## src/rtl/ram_port_arbiter_pkg.sv

```systemverilog
// Shared types and helpers for the RAMHelper port arbiter.
// The byte-address to RAM-index mapping and the alignment rule live here.
package ram_port_arbiter_pkg;

  localparam int unsigned ADDR_W = 64;
  localparam int unsigned DATA_W = 64;
  localparam int unsigned INST_W = 32;
  localparam logic [ADDR_W-1:0] DEF_RAM_BASE = 64'h8000_0000;

  typedef enum logic [1:0] {
    SZ_B = 2'd0,
    SZ_H = 2'd1,
    SZ_W = 2'd2,
    SZ_D = 2'd3
  } size_e;

  typedef enum logic [2:0] {
    ST_IDLE     = 3'd0,
    ST_RD_ISSUE = 3'd1,
    ST_RD_RESP  = 3'd2,
    ST_WR       = 3'd3,
    ST_ERR      = 3'd4
  } state_e;

  // Request captured at acceptance; fetches carry size W and no store data
  typedef struct packed {
    logic              fetch;
    logic [ADDR_W-1:0] addr;
    size_e             size;
    logic              uns;
    logic [DATA_W-1:0] wdata;
  } req_t;

  function automatic logic misaligned(input size_e size, input logic [2:0] lane);
    case (size)
      SZ_H:    return lane[0];
      SZ_W:    return |lane[1:0];
      SZ_D:    return |lane;
      default: return 1'b0;
    endcase
  endfunction

  function automatic logic [ADDR_W-1:0] ram_index(input logic [ADDR_W-1:0] addr,
                                                  input logic [ADDR_W-1:0] base);
    logic [ADDR_W-1:0] off;
    off = addr - base;
    return off >> 3;
  endfunction

endpackage

```

## src/rtl/ram_port_arbiter_lane_align.sv

```systemverilog
// Byte-lane alignment: shifts store data/mask into the 64-bit word and
// extracts plus sign/zero-extends load data from it.
module ram_port_arbiter_lane_align
  import ram_port_arbiter_pkg::*;
(
  input  logic [1:0]  size_i,
  input  logic [2:0]  lane_i,
  input  logic        uns_i,
  input  logic [63:0] st_data_i,
  input  logic [63:0] ld_word_i,
  output logic [63:0] st_data_o,
  output logic [63:0] st_mask_o,
  output logic [63:0] ld_data_o
);

  logic [5:0]  shamt;
  logic [63:0] size_mask;
  logic [63:0] ld_shift;

  assign shamt     = {lane_i, 3'b000};
  assign ld_shift  = ld_word_i >> shamt;
  assign st_data_o = st_data_i << shamt;
  assign st_mask_o = size_mask << shamt;

  always_comb begin
    size_mask = '0;
    ld_data_o = '0;
    case (size_e'(size_i))
      SZ_B: begin
        size_mask = 64'h0000_0000_0000_00FF;
        ld_data_o = uns_i ? {56'b0, ld_shift[7:0]} : {{56{ld_shift[7]}}, ld_shift[7:0]};
      end
      SZ_H: begin
        size_mask = 64'h0000_0000_0000_FFFF;
        ld_data_o = uns_i ? {48'b0, ld_shift[15:0]} : {{48{ld_shift[15]}}, ld_shift[15:0]};
      end
      SZ_W: begin
        size_mask = 64'h0000_0000_FFFF_FFFF;
        ld_data_o = uns_i ? {32'b0, ld_shift[31:0]} : {{32{ld_shift[31]}}, ld_shift[31:0]};
      end
      SZ_D: begin
        size_mask = 64'hFFFF_FFFF_FFFF_FFFF;
        ld_data_o = ld_shift;
      end
      default: begin
        size_mask = '0;
        ld_data_o = '0;
      end
    endcase
  end

endmodule

```

## src/rtl/ram_port_arbiter.sv

```systemverilog
// Shares the single RAMHelper port between instruction fetch and load/store.
// Data requests win over fetches; one transaction is in flight at a time.
module ram_port_arbiter
  import ram_port_arbiter_pkg::*;
#(
  parameter logic [ADDR_W-1:0] RAM_BASE = DEF_RAM_BASE
) (
  input  logic              clk_i,
  input  logic              rst_i,
  input  logic              if_req_valid_i,
  output logic              if_req_ready_o,
  input  logic [ADDR_W-1:0] if_addr_i,
  output logic              if_resp_valid_o,
  output logic [INST_W-1:0] if_resp_inst_o,
  input  logic              d_req_valid_i,
  output logic              d_req_ready_o,
  input  logic              d_req_we_i,
  input  logic [ADDR_W-1:0] d_req_addr_i,
  input  logic [1:0]        d_req_size_i,
  input  logic              d_req_unsigned_i,
  input  logic [DATA_W-1:0] d_req_wdata_i,
  output logic              d_resp_valid_o,
  output logic [DATA_W-1:0] d_resp_rdata_o,
  output logic              d_resp_err_o,
  output logic              ram_ren_o,
  output logic [ADDR_W-1:0] ram_ridx_o,
  input  logic [DATA_W-1:0] ram_rdata_i,
  output logic              ram_wen_o,
  output logic [ADDR_W-1:0] ram_widx_o,
  output logic [DATA_W-1:0] ram_wdata_o,
  output logic [DATA_W-1:0] ram_wmask_o
);

  state_e            state_q, state_d;
  req_t              req_q, req_d;
  logic              idle;
  logic              d_take;
  logic              if_take;
  logic [ADDR_W-1:0] req_idx;
  logic [DATA_W-1:0] st_data;
  logic [DATA_W-1:0] st_mask;
  logic [DATA_W-1:0] ld_data;

  assign idle           = (state_q == ST_IDLE);
  assign d_req_ready_o  = idle;
  assign if_req_ready_o = idle && !d_req_valid_i;
  assign d_take         = d_req_valid_i && d_req_ready_o;
  assign if_take        = if_req_valid_i && if_req_ready_o;
  assign req_idx        = ram_index(req_q.addr, RAM_BASE);

  ram_port_arbiter_lane_align u_align (
    .size_i    (req_q.size),
    .lane_i    (req_q.addr[2:0]),
    .uns_i     (req_q.uns),
    .st_data_i (req_q.wdata),
    .ld_word_i (ram_rdata_i),
    .st_data_o (st_data),
    .st_mask_o (st_mask),
    .ld_data_o (ld_data)
  );

  always_ff @(posedge clk_i) begin
    if (rst_i) state_q <= ST_IDLE;
    else       state_q <= state_d;
  end

  always_ff @(posedge clk_i) begin
    if (rst_i) req_q <= '0;
    else       req_q <= req_d;
  end

  // Next state and request capture
  always_comb begin
    state_d = state_q;
    req_d   = req_q;
    case (state_q)
      ST_IDLE: begin
        if (d_take) begin
          req_d.fetch = 1'b0;
          req_d.addr  = d_req_addr_i;
          req_d.size  = size_e'(d_req_size_i);
          req_d.uns   = d_req_unsigned_i;
          req_d.wdata = d_req_wdata_i;
          if (misaligned(size_e'(d_req_size_i), d_req_addr_i[2:0])) state_d = ST_ERR;
          else if (d_req_we_i)                                      state_d = ST_WR;
          else                                                      state_d = ST_RD_ISSUE;
        end else if (if_take) begin
          req_d.fetch = 1'b1;
          req_d.addr  = if_addr_i;
          req_d.size  = SZ_W;
          req_d.uns   = 1'b1;
          req_d.wdata = '0;
          state_d     = ST_RD_ISSUE;
        end
      end
      ST_RD_ISSUE: state_d = ST_RD_RESP;
      ST_RD_RESP:  state_d = ST_IDLE;
      ST_WR:       state_d = ST_IDLE;
      ST_ERR:      state_d = ST_IDLE;
      default:     state_d = ST_IDLE;
    endcase
  end

  // Strobes and responses decoded from the registered state
  always_comb begin
    if_resp_valid_o = 1'b0;
    if_resp_inst_o  = '0;
    d_resp_valid_o  = 1'b0;
    d_resp_rdata_o  = '0;
    d_resp_err_o    = 1'b0;
    ram_ren_o       = 1'b0;
    ram_ridx_o      = '0;
    ram_wen_o       = 1'b0;
    ram_widx_o      = '0;
    ram_wdata_o     = '0;
    ram_wmask_o     = '0;
    case (state_q)
      ST_RD_ISSUE: begin
        ram_ren_o  = 1'b1;
        ram_ridx_o = req_idx;
      end
      ST_RD_RESP: begin
        if (req_q.fetch) begin
          if_resp_valid_o = 1'b1;
          if_resp_inst_o  = req_q.addr[2] ? ram_rdata_i[63:32] : ram_rdata_i[31:0];
        end else begin
          d_resp_valid_o = 1'b1;
          d_resp_rdata_o = ld_data;
        end
      end
      ST_WR: begin
        ram_wen_o      = 1'b1;
        ram_widx_o     = req_idx;
        ram_wdata_o    = st_data;
        ram_wmask_o    = st_mask;
        d_resp_valid_o = 1'b1;
      end
      ST_ERR: begin
        d_resp_valid_o = 1'b1;
        d_resp_err_o   = 1'b1;
      end
      default: ;
    endcase
  end

endmodule

```

## config.mk

```make
export PLATFORM = sky130hd
export DESIGN_NAME = ram_port_arbiter
export DESIGN_NICKNAME = d
export VERILOG_FILES = /design/src/rtl/ram_port_arbiter_pkg.sv /design/src/rtl/ram_port_arbiter_lane_align.sv /design/src/rtl/ram_port_arbiter.sv
export SDC_FILE = /design/constraint.sdc
export NUM_CORES = 1
export LEC_CHECK = 0
export CAP_MARGIN = 20
export CORE_AREA = 4 4 243 245
export CTS_CLUSTER_DIAMETER = 150
export DETAILED_ROUTE_END_ITERATION = 8
export DIE_AREA = 0 0 247 249
export PLACE_DENSITY_LB_ADDON = 0.25
export SLEW_MARGIN = 15
export SYNTH_ARGS = -nofsm -noshare
export SYNTH_HDL_FRONTEND = slang
export SYNTH_SLANG_ARGS = --single-unit
export TNS_END_PERCENT = 30
```

## constraint.sdc

```tcl
create_clock -name clk_i -period 2.9 [get_ports clk_i]
set_input_delay 0.435 -clock clk_i [delete_from_list [all_inputs] [get_ports clk_i]]
set_output_delay 0.435 -clock clk_i [all_outputs]
set_load 0.02 [all_outputs]
```

Yosys cells after proc, flatten, opt, wreduce, memory -nomap -nowiden. Index checks and enable logic that the tools add are counted. Widths: inputs -> output; s select.

Add/subtract/negate cells: 1. Div/mod/pow operators: 0. Mux-type cells: 31. Reductions and logical operators: 11. Magnitude comparators: 0. Bitwise logic cells: 0. $mul: 0. Shift operators: 3. Equality and inequality tests: 11.

Operators by type and width (count): $pmux 64 s4 (2); $mux 64 (7); $mux 132 (2); $shl 64x6->64 (2); $mux 61 (2); $mux 32 (3); $shr 64x6->64 (1); $sub 64x32->64 const B (1); $mux 3 (3); $eq 2x2->1 const B (4); $mux 1 (8); $eq 3x2->1 const B (2); $pmux 3 s2 (1); $eq 2x1->1 const B (2); $reduce_or 2->1 (2); $eq 3x1->1 const B (1); $eq 3x3->1 const B (1); $logic_and 1x1->1 (3); $logic_not 3->1 (1); $ne 3x1->1 const B (1); $pmux 1 s3 (1); $reduce_or 3->1 (1); $logic_not 2->1 (1); $mux 2 (1); other kinds (4) (4).

Bits in writable memories: 0. Bits in registers: 135. Latch bits: 0. Logic and storage cells: 63. Memory bits (read-only): 0. Memories kept: 0.

Logic depth before layout (Yosys ltp).
Word-level depth: 7. Mapped depth: 9. Mapped depth without buffers: 6.

Hierarchy. A second synthesis with hierarchy kept.

Cell total of the unflattened synthesis: 1804. Area total of the unflattened synthesis: 13355.3 um^2.

Modules (own cells, without submodules): ram_port_arbiter (times used 1, cells each 1184, seq. area each 2702.6 um^2, area each 8526.9 um^2); ram_port_arbiter_lane_align (times used 1, cells each 620, seq. area each 0.0 um^2, area each 4828.4 um^2).

Least setup slack after synthesis. No wires, ideal clock.

Path kind: reg-to-output. From: reg req_q[67] (netlist bit). To: out ram_wmask_o[49]. Slack: -1139 ps. Arrival time: 3604 ps. Stages on the path, launching flop included: 7. Path buffers: 4. Path through: dfxtp_1 buf_2 buf_1 clkbuf_1 a211oi_1 a2111oi_0 buf_4.

Word-level cells in the longest chain between the ends: 2.

RTL lines: start, declared (line ram_port_arbiter.sv:35) `req_t req_q, req_d;`; start signal, assigned (line ram_port_arbiter.sv:69) `else req_q <= req_d;`; $shl 64x6->64 (line ram_port_arbiter_lane_align.sv:23) `assign st_mask_o = size_mask << shamt;`; $mux 64 (line ram_port_arbiter.sv:117) `case (state_q)`; end, declared (line ram_port_arbiter.sv:31) `output logic [DATA_W-1:0] ram_wmask_o`.

No other way between the ends.

Worst setup path in the final report.
From: reg req_q[68] (netlist bit). To: out d_resp_rdata_o[58].

Word-level cells in the longest chain between the ends: 5. Elaborated cells on any way between the ends: 7. Those cells by class: 1 x shift; 6 x mux.

RTL lines: $shr 64x6->64 * (line ram_port_arbiter_lane_align.sv:21) `assign ld_shift = ld_word_i >> shamt;`; $mux 64, on equally long branches (line ram_port_arbiter_lane_align.sv:39, ram_port_arbiter_lane_align.sv:31, ram_port_arbiter_lane_align.sv:35); $pmux 64 s4 * (line ram_port_arbiter_lane_align.sv:28) `case (size_e'(size_i))`; $mux 64 * (line ram_port_arbiter.sv:123) `if (req_q.fetch) begin`; $mux 64 * (line ram_port_arbiter.sv:117); end, declared (line ram_port_arbiter.sv:23) `output logic [DATA_W-1:0] d_resp_rdata_o,`.

Mark *: on every way between the ends. The rest lies on a longest branch, timed or not.

==> out/metrics.yaml <==
run_status:
  status: "complete, but fails checks"
  violations: "setup timing"
run:
  maxCapViolCount: 0
global_route:
  antenna_found_initial: 11
  grtUsageTotal: 0.203
  grt_max_degree: 85
  grt_use_met1: 0.254
  grt_pass1_wl_um: 96100
  first_global_vias: 14300
  grt_most_used_layer: "met2"
  use_met2: 0.354
  gr-total-overflow: 0
  grt_util_met3: 0.0408
floorplanning:
  initial_core_util: 0.202
  core_sq_mm: 0.0571
  die_w_um: 247
  rows: 88
  ios: 623
  die_h_um: 249
  dieArea_sq_mm: 0.0615
power:
  clockPowerShare: 0.245
  power.total_mw: 9.35
  p_seq_frac: 0.255
  ir_worst_vdd_uv: 412
  p_sw_mw: 3.76
  internal_power_mw: 5.59
  p_leak_nw: 9.15
  swShare: 0.402
  power_frac_comb: 0.500
  power_density_mw_per_mm2: 457
worst_setup_path:
  cp-end-kind: "output pin"
  crit_type: "flop to output pin"
  cp_data_arrival_time_ps: 2600
  rr_endpoint: "req_q[128]$_SDFFE_PP0P_"
  ff2ff_path_depth: 6
  r2r-start: "state_q[2]$_SDFFE_PP0P_"
  r2r_slack_ps: 550
  cp-start-kind: "flop"
  cp.required_ps: 2470
  crit_fanout: 8
yosys:
  yosysWarnings: 0
  syn_area_per_cell_sq_um: 7.29
  netlist_area_sq_mm: 0.0116
  synthFlopType: "dfxtp_1"
  ys_types: 53
  synthCells: 1587
  synth_edf_count: 0
  yosysSeqAreaShare: 0.234
  synth_top_area_frac: 0.234
  ys_seq_elements: 135
  synth_top_area_cell: "dfxtp_1"
  async_flop_share: 0
  synth_area_leaders: "dfxtp_1 23%, nor2_1 10%, mux2i_1 7.9%, nand2_1 7.2%, mux4_2 6.4%"
cells_and_area:
  area_growth_pct: 77.1
  final_common_cell: "clkdlybuf4s50_1"
  nets: 2466
  final_cell_mix: "356 x clkdlybuf4s50_1, 308 x nor2_1, 220 x nand2_1, 188 x buf_4, 129 x dfxtp_1"
  drive_above_1_share: 0.242
  fin_cells: 2987
  finalInstanceArea_sq_mm: 0.0205
worst_hold_path:
  hold_depth: 2
  worstHoldStart: "rst_i"
  hold_class: "primary input to flop"
  min_to: "req_q[64]$_SDFFE_PP0P_"
clock_network:
  ctsHoldBuffers: 0
  htreeDepth: 4
  clk_latency_ps: 450
  cts.reportedPaths.clkPinSlew_ps: 60
  cts_tree: "built"
  cts_root_buf: "clkbuf_16"
  cts_made_buffers: 17
  clockBufferDepth: 2
  numClockSinks: 135
sta:
  setup_violations: 33
  tightest_slew_ps: 637
  holdWs_ps: 473
  finalHoldViolCount: 0
  min_period_ps: 3040
  fin_ws_ps: -136
  fmax_ghz: 0.329
  finalClockSkew_ps: 6.57
  post-route-period-util: 1.05
  finalMaxSlewViolations: 0
  max_slew_margin: 0.574
  rsz0062_at_grt: "yes"
place:
  dp_cells: 2916
  routabilityCongestion: 0.894
  dp_slack_ps: -663
  placed_cell_area_sq_mm: 0.0190
  hpwl_um: 50700
  port_buffers: 616
routing:
  routedWlPerCell_um: 22.2
  antenna_left: 0
  wirelength_um: 66400
  viasPerCell: 4.87
  drt-pass1-iter-count: 6
  dr.first_iter.drc_count: 952
  vias: 14500
  drc_errors: 0
==> cell families (layout without fill, tap and decap cells) <==
group / Yosys count / in the layout / share of synthesized area
flops: 135 / 135 / 0.234
xor+xnor: 31 / 31 / 0.0235
simple gates: 721 / 722 / 0.274
buf+inv: 218 / 837 / 0.0976
other cells: 1 / 14 / 0.000324
fa+ha+maj: 1 / 1 / 0.00108
mux: 155 / 155 / 0.173
compound gates: 325 / 327 / 0.197
==> worst max-delay path by stage <==
| stage | from | end | slack, ps | cells after the start |
|---|---|---|---|---|
| floorplan | req_q[69]$_SDFFE_PP0P_ | ram_wmask_o[57] | -170 | 7 |
| global placement | ram_rdata_i[31] | d_resp_rdata_o[62] | -600 | 7 |
| detailed placement | ram_rdata_i[31] | d_resp_rdata_o[41] | -660 | 7 |
| CTS | req_q[67]$_SDFFE_PP0P_ | ram_wmask_o[45] | -210 | 6 |
| global route | req_q[68]$_SDFFE_PP0P_ | d_resp_rdata_o[58] | -200 | 7 |
| finish | req_q[68]$_SDFFE_PP0P_ | d_resp_rdata_o[58] | -140 | 7 |
==> power by group through the flow <==
stage	Clock, mW	Combinational (mW)	Sequential, mW
6_report	2.29	4.68	2.39
5_1_grt	2.42	4.99	2.42
2_1_floorplan	0	2.39	2.29
4_1_cts	2.36	4.52	2.38
3_5_place_dp	0	4.23	2.39
3_3_place_gp	0	4.21	2.39
==> cells in the mapped netlist, types with 9 or more instances <==
cell and instances:
a21oi_1 82, mux2_2 31, and2_1 71, buf_4 62, a311oi_1 58, nand2_1 223
nor2b_1 26, xnor2_1 24, mux2i_1 91, a211oi_1 38, a22oi_1 65, dfxtp_1 135
o21ai_0 30, buf_1 16, nor4_1 9, buf_2 38, mux4_2 33, a21oi_2 19
nor3_1 22, clkbuf_1 88, nand2b_1 10, nor2_1 318
==> registers in the layout (all words and copies together) (netlist names) <==
register  flops
req_q       132
state_q       3
==> metal layers <==
layer | wire (um) | vias up
met1 | 27800 | 7160
met2 | 33000 | 553
met3 | 4130 | 74
li1 | - | 6753
met5 | 27 | -
met4 | 1410 | 4
==> critical path, cell delays in order (launching register included) <==
cell     delay (ps)
dfxtp_4         390
mux2i_2         180
mux4_2          520
or3_4           400
o311a_4         210
buf_4           170
a21oi_2         110
buf_4           150
==> metrics by stage <==
step / TNS [ps] / util
after floorplan: -2030 / -
after global placement: -27460 / 0.333
after detailed placement: -29940 / 0.333
after CTS: -10310 / 0.352
after global routing: -7960 / 0.358
final: -3170 / 0.358
==> area by class of cell <==
class	count	area [sq um]
clock buffers	21	482
fillers	5979	36700
inverters	10	37.5
repair buffers	795	7730
diodes	8	20.0
well taps	765	957
flip-flops and latches	135	2720
clock inverters	11	120
multi-input cells	1242	8420
==> repair_timing <==
action	4_1_cts	5_1_grt
setup endpoints to repair	280	197
cloned	6	2
resized for setup	583	203
pin swaps	14	8
buffers inserted	15	8
Note: power is estimated with default switching activity, not from simulation.
